`src/rtl/coin_credit_fsm.sv`:
```
// Coin-credit accumulator and vend controller: sums coin pulses, vends at PRICE,
// refunds on cancel, and holds the vend/refund status for HOLD_CYCLES cycles.
module coin_credit_fsm #(
  parameter int unsigned                  NUM_COIN    = 2,
  parameter int unsigned                  CNT_W       = 8,
  parameter logic [NUM_COIN*CNT_W-1:0]    COIN_VAL    = {8'd10, 8'd5},
  parameter int unsigned                  PRICE       = 25,
  parameter int unsigned                  HOLD_CYCLES = 100_000_000,
  parameter int unsigned                  HOLD_W      = 27
) (
  input  logic                clk,
  input  logic                rst_n,
  input  logic [NUM_COIN-1:0] coin,
  input  logic                cancel,
  output logic [CNT_W-1:0]    credit,
  output logic                vend,
  output logic [CNT_W-1:0]    change,
  output logic [1:0]          status,
  output logic                busy
);

  localparam int unsigned SUM_W = CNT_W + 1;

  localparam logic [1:0] ST_IDLE   = 2'b00;
  localparam logic [1:0] ST_EXACT  = 2'b01;
  localparam logic [1:0] ST_CHANGE = 2'b11;
  localparam logic [1:0] ST_REFUND = 2'b10;

  typedef enum logic {COLLECT, HOLD} state_e;

  state_e             state_q, state_d;
  logic [CNT_W-1:0]   credit_q, credit_d;
  logic [CNT_W-1:0]   change_q, change_d;
  logic [1:0]         status_q, status_d;
  logic               vend_q, vend_d;
  logic               busy_q, busy_d;
  logic [HOLD_W-1:0]  hold_cnt_q, hold_cnt_d;

  logic [CNT_W-1:0]   coin_val;
  logic [SUM_W-1:0]   sum;

  // Lowest-index asserted channel wins; scanning downward lets it overwrite the rest
  always_comb begin
    coin_val = '0;
    for (int i = int'(NUM_COIN) - 1; i >= 0; i--) begin
      if (coin[i]) coin_val = COIN_VAL[i*CNT_W +: CNT_W];
    end
  end

  assign sum = {1'b0, credit_q} + {1'b0, coin_val};

  always_comb begin
    state_d    = state_q;
    credit_d   = credit_q;
    change_d   = change_q;
    status_d   = status_q;
    busy_d     = busy_q;
    hold_cnt_d = hold_cnt_q;
    vend_d     = 1'b0;
    case (state_q)
      COLLECT: begin
        if (cancel && (sum != '0)) begin
          change_d   = CNT_W'(sum);
          status_d   = ST_REFUND;
          credit_d   = '0;
          hold_cnt_d = '0;
          busy_d     = 1'b1;
          state_d    = HOLD;
        end else if (sum >= SUM_W'(PRICE)) begin
          vend_d     = 1'b1;
          change_d   = CNT_W'(sum - SUM_W'(PRICE));
          status_d   = (sum == SUM_W'(PRICE)) ? ST_EXACT : ST_CHANGE;
          credit_d   = '0;
          hold_cnt_d = '0;
          busy_d     = 1'b1;
          state_d    = HOLD;
        end else begin
          credit_d   = CNT_W'(sum);
        end
      end
      HOLD: begin
        // Inputs are ignored here; only the hold timer advances
        if (hold_cnt_q == HOLD_W'(HOLD_CYCLES - 1)) begin
          status_d   = ST_IDLE;
          change_d   = '0;
          hold_cnt_d = '0;
          busy_d     = 1'b0;
          state_d    = COLLECT;
        end else begin
          hold_cnt_d = hold_cnt_q + HOLD_W'(1);
        end
      end
      default: state_d = COLLECT;
    endcase
  end

  always_ff @(posedge clk or negedge rst_n) begin
    if (!rst_n) begin
      state_q    <= COLLECT;
      credit_q   <= '0;
      change_q   <= '0;
      status_q   <= ST_IDLE;
      vend_q     <= 1'b0;
      busy_q     <= 1'b0;
      hold_cnt_q <= '0;
    end else begin
      state_q    <= state_d;
      credit_q   <= credit_d;
      change_q   <= change_d;
      status_q   <= status_d;
      vend_q     <= vend_d;
      busy_q     <= busy_d;
      hold_cnt_q <= hold_cnt_d;
    end
  end

  assign credit = credit_q;
  assign change = change_q;
  assign status = status_q;
  assign vend   = vend_q;
  assign busy   = busy_q;

endmodule

```
`config.mk`:
```
export PLATFORM = sky130hd
export DESIGN_NAME = coin_credit_fsm
export DESIGN_NICKNAME = d
export VERILOG_FILES = /design/src/rtl/coin_credit_fsm.sv
export SDC_FILE = /design/constraint.sdc
export NUM_CORES = 1
export LEC_CHECK = 0
export BUFFER_PORTS_ARGS = -buffer_cell sky130_fd_sc_hd__buf_2
export CORE_MARGIN = 2
export CORE_UTILIZATION = 45
export CTS_CLUSTER_SIZE = 28
export DETAILED_ROUTE_END_ITERATION = 16
export PLACE_DENSITY = 0.67
export SKIP_CTS_REPAIR_TIMING = 1
export SYNTH_ARGS = -nofsm -noshare
export SYNTH_HDL_FRONTEND = slang
export SYNTH_SLANG_ARGS = --single-unit
```
`constraint.sdc`:
```
create_clock -name clk -period 5.5 [get_ports clk]
set_clock_uncertainty 0.2 [all_clocks]
set_input_delay 0.825 -clock clk [delete_from_list [all_inputs] [get_ports clk]]
set_output_delay 0.825 -clock clk [all_outputs]
set_load 0.02 [all_outputs]
```
==> results.cfg, run 1 <==
[global_route]
grt_usage_pct = 18.2
grt_max_degree = 49
antenna_found_initial = 0
grt_pass1_wl_mm = 10.7
grt_pass1_vias = 2362
overflow = 0

[setup_path]
crit_type = in -> reg
crit_path_cell_trace = buf_2 > nor2b_1 > xor2_1 > ha_1 > a211oi_1 > o21ai_0 > o41a_4 > nor4_4 > nand2b_1 > nand2_1 > o21ai_2
required_ns = 5.53
path_max_fanout = 13
worstPathArrival_ns = 4.31
cp-end-kind = flip-flop
cpPeakStageDelay_ns = 0.61
worst_path_max_delay_cell = nor2b_1
cp-start-kind = primary input

[routing]
viasPerCell = 5.89
route.detailed.drc = 0
wl_met2_mm = 2.90
wl_per_cell_um = 14.8
met1Wirelength_mm = 2.97
drtIter0Drc = 157
dr.pass1.iters = 4
wl_met3_um = 245
routed_wl_mm = 6.19
ant_nets = 0
highest_layer = met4
vias = 2464

[layout]
utilization_pct = 51.9
n_antenna_cell = 0
area_delta_synth_final_pct = 9.57
drive_gt1_share_pct = 13.4
nNetsFinal = 354

[floorplan]
die_area_mm2 = 0.00695
placementRows = 28
core-area_mm2 = 0.00599
io_pins = 25
die_w_um = 83.4
die_y_um = 83.4
initial_core_util_pct = 47.3

[synth]
yosysMostFrequentCell = dfrtp_1
ys_types = 48
yosysSeqAreaShare_pct = 42.3
synth_commonest_cells = dfrtp_1 (48), o21ai_0 (45), nand2_1 (39)
synth_top_area_share_pct = 42.3
syn_nets = 335
yosysWarnings = 0
syn_avg_cell_area_um2 = 8.78
synthTopCellsByArea = dfrtp_1 (42%), o21ai_0 (7.9%), nand2_1 (5.2%)
synthArstFlopShare_pct = 100
synth_edf_count = 0
ys_ff_latch = 48
synthFlopType = dfrtp_1
synth_area_mm2 = 0.00284
syn_inst = 323
yosysTopAreaCell = dfrtp_1

[cts]
cts-root-buf = clkbuf_8
cts_sinks = 48
cts_buffers = 5
tritoncts = built
htreeDepth = 2
insertion_delay_ns = 0.30
clk_path_buf_depth = 2
clk_pin_slew_worst_paths_ns = 0.09

[placement]
gp_congestion = 0.898
io_buffers = 24
hpwlAfterDp_mm = 4.27

[sta]
timing.fmax_mhz = 233
fin_crit_sh_pct = 77.9
relSlewSlack_pct = 27.6
finalHoldViolCount = 0
setup_viol = 0
fin_tns_setup_ns = 0
min_period_ns = 4.28
worstMarginPinSlew_ns = 1.09
rsz0062_at_grt = no
slew_viol_final = 0

[power_and_ir_drop]
max-vdd-ir-drop_uv = 142
p_leak_nw = 1.31
p_per_area_mw_per_mm2 = 203

[run]
maxCapViolCount = 0

[min_path]
hold_path_class = reg -> reg

[outcome]
status = finished, final reports clean
==> final timing paths <==
check | cells past startpoint | startpoint | to | slack, ns
worst max-delay path | 11 | coin[0] | change[7] | 1.22
max in group asynchronous | 1 | rst_n | hold_cnt_q[0] | 3.91
min in group asynchronous | 1 | rst_n | credit[7] | 0.52
worst min-delay path | 2 | change[4] | change[4] | 0.28
worst min register to register | 2 | change[4] | change[4] | 0.28
worst max register to register | 9 | credit[2] | change[7] | 1.84
==> registers in the layout, summed over array words and instances, names as in the netlist <==
| signal | cells |
|---|---|
| busy | 1 |
| hold_cnt_q | 27 |
| credit | 8 |
| status | 2 |
| change | 8 |
| state_q | 1 |
| vend | 1 |
==> metal layers <==
metal  up-vias  GRT usage, %
met1      1192          25.4
met3         6          2.98
met4         0          5.22
met5         -             0
li1       1210             -
met2        56          29.1
==> critical path, delay by kind of cell <==
| kind | cells | cell delay (ns) |
|---|---|---|
| simple gates | 4 | 1.76 |
| compound gates | 4 | 1.17 |
| xor+xnor | 1 | 0.15 |
| fa+ha+maj | 1 | 0.28 |
| buf+inv | 1 | 0.12 |
==> logic make-up after synthesis <==
group	after synthesis	synth area share (%)
xor+xnor	13	4.01
fa+ha+maj	7	3.09
simple gates	132	23.9
buf+inv	22	3.13
compound gates	100	23.2
flops	48	42.3
mux	1	0.353
==> final cells by class <==
cell class,count,area (um^2)
multi-input cells,253,1550
repair buffers,27,143
clock inverters,2,15.0
flip-flops and latches,48,1200
inverters,7,26.3
fillers,562,2880
well taps,75,93.8
clock buffers,6,82.6
==> where the power goes <==
group / switching [mW] / internal (mW)
sequential: 0.00243 / 0.357
combinational: 0.0323 / 0.0157
clock: 0.122 / 0.102
==> layout by cell type (no fill, tap or decap), types with 2 or more instances in the layout <==
| cell type | count |
|---|---|
| dfrtp_1 | 48 |
| o21ai_0 | 45 |
| nand2_1 | 39 |
| buf_2 | 24 |
| nor2_1 | 23 |
| nand3_1 | 16 |
| a21oi_1 | 14 |
| and3_1 | 11 |
| a31oi_1 | 8 |
| inv_1 | 7 |
| xor2_1 | 7 |
| and2_1 | 7 |
| nor3_1 | 7 |
| o31ai_1 | 7 |
| ha_1 | 7 |
| xnor2_1 | 6 |
| a22o_1 | 6 |
| clkbuf_8 | 6 |
| nand4_1 | 5 |
| nor4_1 | 3 |
| or2_2 | 3 |
| a211oi_1 | 3 |
| nor3b_1 | 3 |
| or3_1 | 3 |
| buf_4 | 3 |
| nand4b_1 | 2 |
| nand3b_1 | 2 |
| o211ai_1 | 2 |
| nand2b_1 | 2 |
| a21o_1 | 2 |
| o41ai_1 | 2 |
| clkinvlp_4 | 2 |
==> per-stage QoR <==
step,power (mW),setup slack (ns),instances,hold slack (ns),area (um^2)
2_1_floorplan,0.396,1.92,323,0.237,2840
3_3_place_gp,0.415,1.02,410,0.257,3010
3_5_place_dp,0.415,0.869,410,0.266,3010
4_1_cts,0.638,1.18,418,0.287,3110
5_1_grt,0.657,0.765,418,0.312,3110
6_report,0.631,1.22,418,0.279,3110
Note: power is estimated with default switching activity, not from simulation.
==> run 2, diff against run 1 <==
- clock period: 5.5 -> 4.1 ns (I/O delays scaled with it)
==> results.cfg, run 2 (synthesized netlist as in run 1, its figures left out) <==
[floorplan]
core-area_mm2 = 0.00599
die_area_mm2 = 0.00695
die_y_um = 83.4
die_w_um = 83.4
placementRows = 28
initial_core_util_pct = 47.3
io_pins = 25

[power_and_ir_drop]
p_per_area_mw_per_mm2 = 289
p_leak_nw = 1.34
max-vdd-ir-drop_uv = 170

[min_path]
hold_path_class = in -> async

[layout]
final_common_cell = dfrtp_1
largest_reg_flops = 27
nNetsFinal = 357
n_antenna_cell = 0
layout_common_cells = dfrtp_1 (48), o21ai_0 (45), nand2_1 (39), buf_2 (24), nor2_1 (23)
nFillCells = 545
area_delta_synth_final_pct = 11.0
utilization_pct = 52.6
instances_no_fill = 421
fin_area_mm2 = 0.00315
drive_gt1_share_pct = 14.2
top_register = hold_cnt_q

[global_route]
grt_pass1_wl_mm = 11.4
grt_usage_pct = 19.5
grt_pass1_vias = 2558
grt_max_degree = 49
antenna_found_initial = 0
overflow = 0

[sta]
timing.fmax_mhz = 289
fin_crit_sh_pct = 84.3
min_period_ns = 3.46
rsz0062_at_grt = no
relSlewSlack_pct = 30.2
slew_viol_final = 0
setup_viol = 0
fin_tns_setup_ns = 0
hold_ws_ns = 0.282
finalHoldViolCount = 0
worstMarginPinSlew_ns = 1.05

[cts]
clk_pin_slew_worst_paths_ns = 0.10
htreeDepth = 2
clk_path_buf_depth = 2
cts_buffers = 5
insertion_delay_ns = 0.31
cts-root-buf = clkbuf_8
cts_sinks = 48
tritoncts = built

[routing]
drtIter0Drc = 129
vias = 2469
wl_per_cell_um = 14.9
ant_nets = 0
routed_wl_mm = 6.27
route.detailed.drc = 0
viasPerCell = 5.86
dr.pass1.iters = 4

[setup_path]
cp-start-kind = primary input
cp-end-kind = flip-flop
crit_type = in -> reg
required_ns = 4.08
critical_path.startpoint = coin[0]
reg2reg_from = credit[2]
worstPathArrival_ns = 3.44
path_max_fanout = 28

[placement]
gp_congestion = 0.876
io_buffers = 24
place_area_mm2 = 0.00303
placed_cells = 413
hpwlAfterDp_mm = 4.35

[outcome]
status = finished, final reports clean

[run]
maxCapViolCount = 0
-- run 2: power breakdown --
group | leakage (nW) | switching, mW | internal, mW | total, mW
logic | 0.770 | 0.0436 | 0.0229 | 0.0665
clock network | 0.0583 | 0.177 | 0.184 | 0.361
registers | 0.513 | 0.00297 | 0.479 | 0.482
total | 1.34 | 0.224 | 0.686 | 0.910
-- run 2: final cells by class --
type	count	area, um^2	share of cell area (%)
clock buffers	5	68.8	2.19
multi-input cells	253	1550	49.1
well taps	75	93.8	2.98
inverters	7	26.3	0.834
repair buffers	30	165	5.24
flip-flops and latches	48	1200	38.1
clock inverters	3	47.5	1.51
-- run 2: final timing paths --
path                                  endpoint  slack (ns)  cells after the start
worst max-delay path             hold_cnt_q[5]        0.64                     10
worst min-delay path                 change[5]        0.28                      1
worst max register to register   hold_cnt_q[5]        0.67                      9
worst min register to register  hold_cnt_q[15]        0.28                      1
max in group asynchronous        hold_cnt_q[0]        2.76                      1
min in group clk                hold_cnt_q[15]        0.28                      1
-- run 2: worst max-delay path: stages --
cell and delay [ns]:
buf_2 0.13, ha_1 0.41, and3_1 0.26, a311oi_4 0.34, xnor2_1 0.24, o41a_4 0.43, nor4_4 0.43, buf_4 0.35
o21ai_0 0.15, o41ai_1 0.08
-- run 2: per-layer routing --
metal / up-vias / track usage, % / share of wire, %
met5: - / 0 / 0
met4: 0 / 6.41 / 2.3
met3: 14 / 4.47 / 4.7
met2: 61 / 33.4 / 48
met1: 1172 / 24.3 / 45
li1: 1222 / - / -
-- run 2: through the flow --
step / worst slack (ns) / power (mW)
floorplan: 0.732 / 0.531
global placement: 0.431 / 0.558
detailed placement: 0.344 / 0.559
CTS: 0.641 / 0.922
global route: 0.431 / 0.947
finish: 0.642 / 0.910
==> run 3, diff against run 2 <==
- PLACE_DENSITY: 0.67 -> 0.69
- clock period: 4.1 -> 2.96 ns (I/O delays scaled with it)
==> results.cfg, run 3 (synthesized netlist as in run 1, its figures left out) <==
[routing]
viasPerCell = 5.65
ant_nets = 0
vias = 2559
route.detailed.drc = 0
dr.pass1.iters = 4
drtIter0Drc = 89
wl_per_cell_um = 15.0
routed_wl_mm = 6.82

[setup_path]
regToRegSetupSlack_ns = -0.01
cp-end-kind = flip-flop
r2r-end = hold_cnt_q[9]
required_ns = 2.99
path_max_fanout = 5
crit_type = reg -> reg
reg2reg_from = credit[0]
worstPathArrival_ns = 3.01
ff2ff_path_depth = 12
cp-start-kind = flip-flop

[floorplan]
initial_core_util_pct = 47.3
die_area_mm2 = 0.00695
core-area_mm2 = 0.00599
die_y_um = 83.4
placementRows = 28
die_w_um = 83.4
io_pins = 25

[power_and_ir_drop]
p_leak_nw = 1.56
max-vdd-ir-drop_uv = 262
p_per_area_mw_per_mm2 = 349

[cts]
insertion_delay_ns = 0.30
htreeDepth = 2
clk_pin_slew_worst_paths_ns = 0.09
clk_path_buf_depth = 2
cts_sinks = 48
cts_buffers = 5
cts-root-buf = clkbuf_8
tritoncts = built

[placement]
place_ws_ns = -0.175
placed_cells = 436
gp_congestion = 0.875
io_buffers = 24
hpwlAfterDp_mm = 4.69

[min_path]
min_to = hold_cnt_q[22]
worstHoldPathCells = 1
hold_path_class = reg -> reg
hp-start = hold_cnt_q[22]

[run]
maxCapViolCount = 0

[sta]
worstMarginPinSlew_ns = 0.574
timing.fmax_mhz = 336
finalHoldViolCount = 0
rsz0062_at_grt = yes
relSlewSlack_pct = 61.7
slew_viol_final = 0
fin_crit_sh_pct = 100
fin_tns_setup_ns = -0.0124
min_period_ns = 2.97
setup_viol = 1
setup_slack_ns = -0.0124

[layout]
nNetsFinal = 389
drive_gt1_share_pct = 30.4
area_delta_synth_final_pct = 29.5
final_common_cell = dfrtp_1
n_antenna_cell = 0
largest_reg_flops = 27
nFillCells = 499
layout_common_cells = dfrtp_1 (46), nand2_1 (38), buf_4 (30), buf_2 (24), nor2_1 (22)
instances_no_fill = 453
top_register = hold_cnt_q

[global_route]
overflow = 0
antenna_found_initial = 0
grt_max_degree = 26
grt_usage_pct = 19.5
grt_pass1_wl_mm = 11.4
grt_pass1_vias = 2414

[outcome]
violations = negative setup slack
status = complete, but fails checks
[run 3: power by group]
part	switching, mW	internal, mW	leakage [nW]
clock network	0.222	0.276	0.0614
registers	0.00387	0.663	0.510
logic	0.0687	0.0476	0.987
[run 3: worst max-delay path by stage]
| stage | from | slack, ns | to | depth (start not counted) |
|---|---|---|---|---|
| after floorplan | credit[2] | -0.06 | change[0] | 11 |
| after global placement | coin[0] | -0.14 | hold_cnt_q[18] | 11 |
| after detailed placement | coin[0] | -0.18 | hold_cnt_q[18] | 13 |
| after CTS | credit[0] | 0.01 | hold_cnt_q[18] | 10 |
| after global routing | credit[0] | -0.12 | change[6] | 13 |
| final | credit[0] | -0.01 | hold_cnt_q[9] | 12 |
[run 3: metal layers]
layer  global-route usage, %  share of wire, %
met3                    3.18               3.4
met4                    4.62              0.50
met1                    27.2                48
met2                    31.7                48
met5                       0                 0
[run 3: final cells by class]
cell class                 instances  area, um^2  area share [%]
clock inverter                     2        38.8            1.06
multi-input combinational        253        1750            47.6
inverter                           7        26.3           0.715
timing repair buffer              62         479            13.0
tap                               75        93.8            2.55
clock buffer                       6        82.6            2.25
sequential                        48        1200            32.8
[run 3: worst max-delay path, stage by stage (launching register included)]
cell	delay [ns]
dfrtp_2	0.44
ha_4	0.17
buf_6	0.11
ha_4	0.16
a21oi_2	0.17
nand3_2	0.12
and3_4	0.19
o41a_4	0.50
nor4_4	0.32
buf_4	0.21
clkbuf_16	0.15
a21oi_2	0.03
a21oi_1	0.12
[run 3: per-stage QoR]
stage               power, mW  hold WS, ns  instance area, um^2  util (%)
floorplan               0.744      -0.0516                 2940         -
detailed placement      0.792        0.258                 3320      55.4
global placement        0.789        0.258                 3320      55.4
finish                   1.28        0.268                 3670      61.3
CTS                      1.29      -0.0522                 3440      57.4
global route             1.33        0.290                 3670      61.3
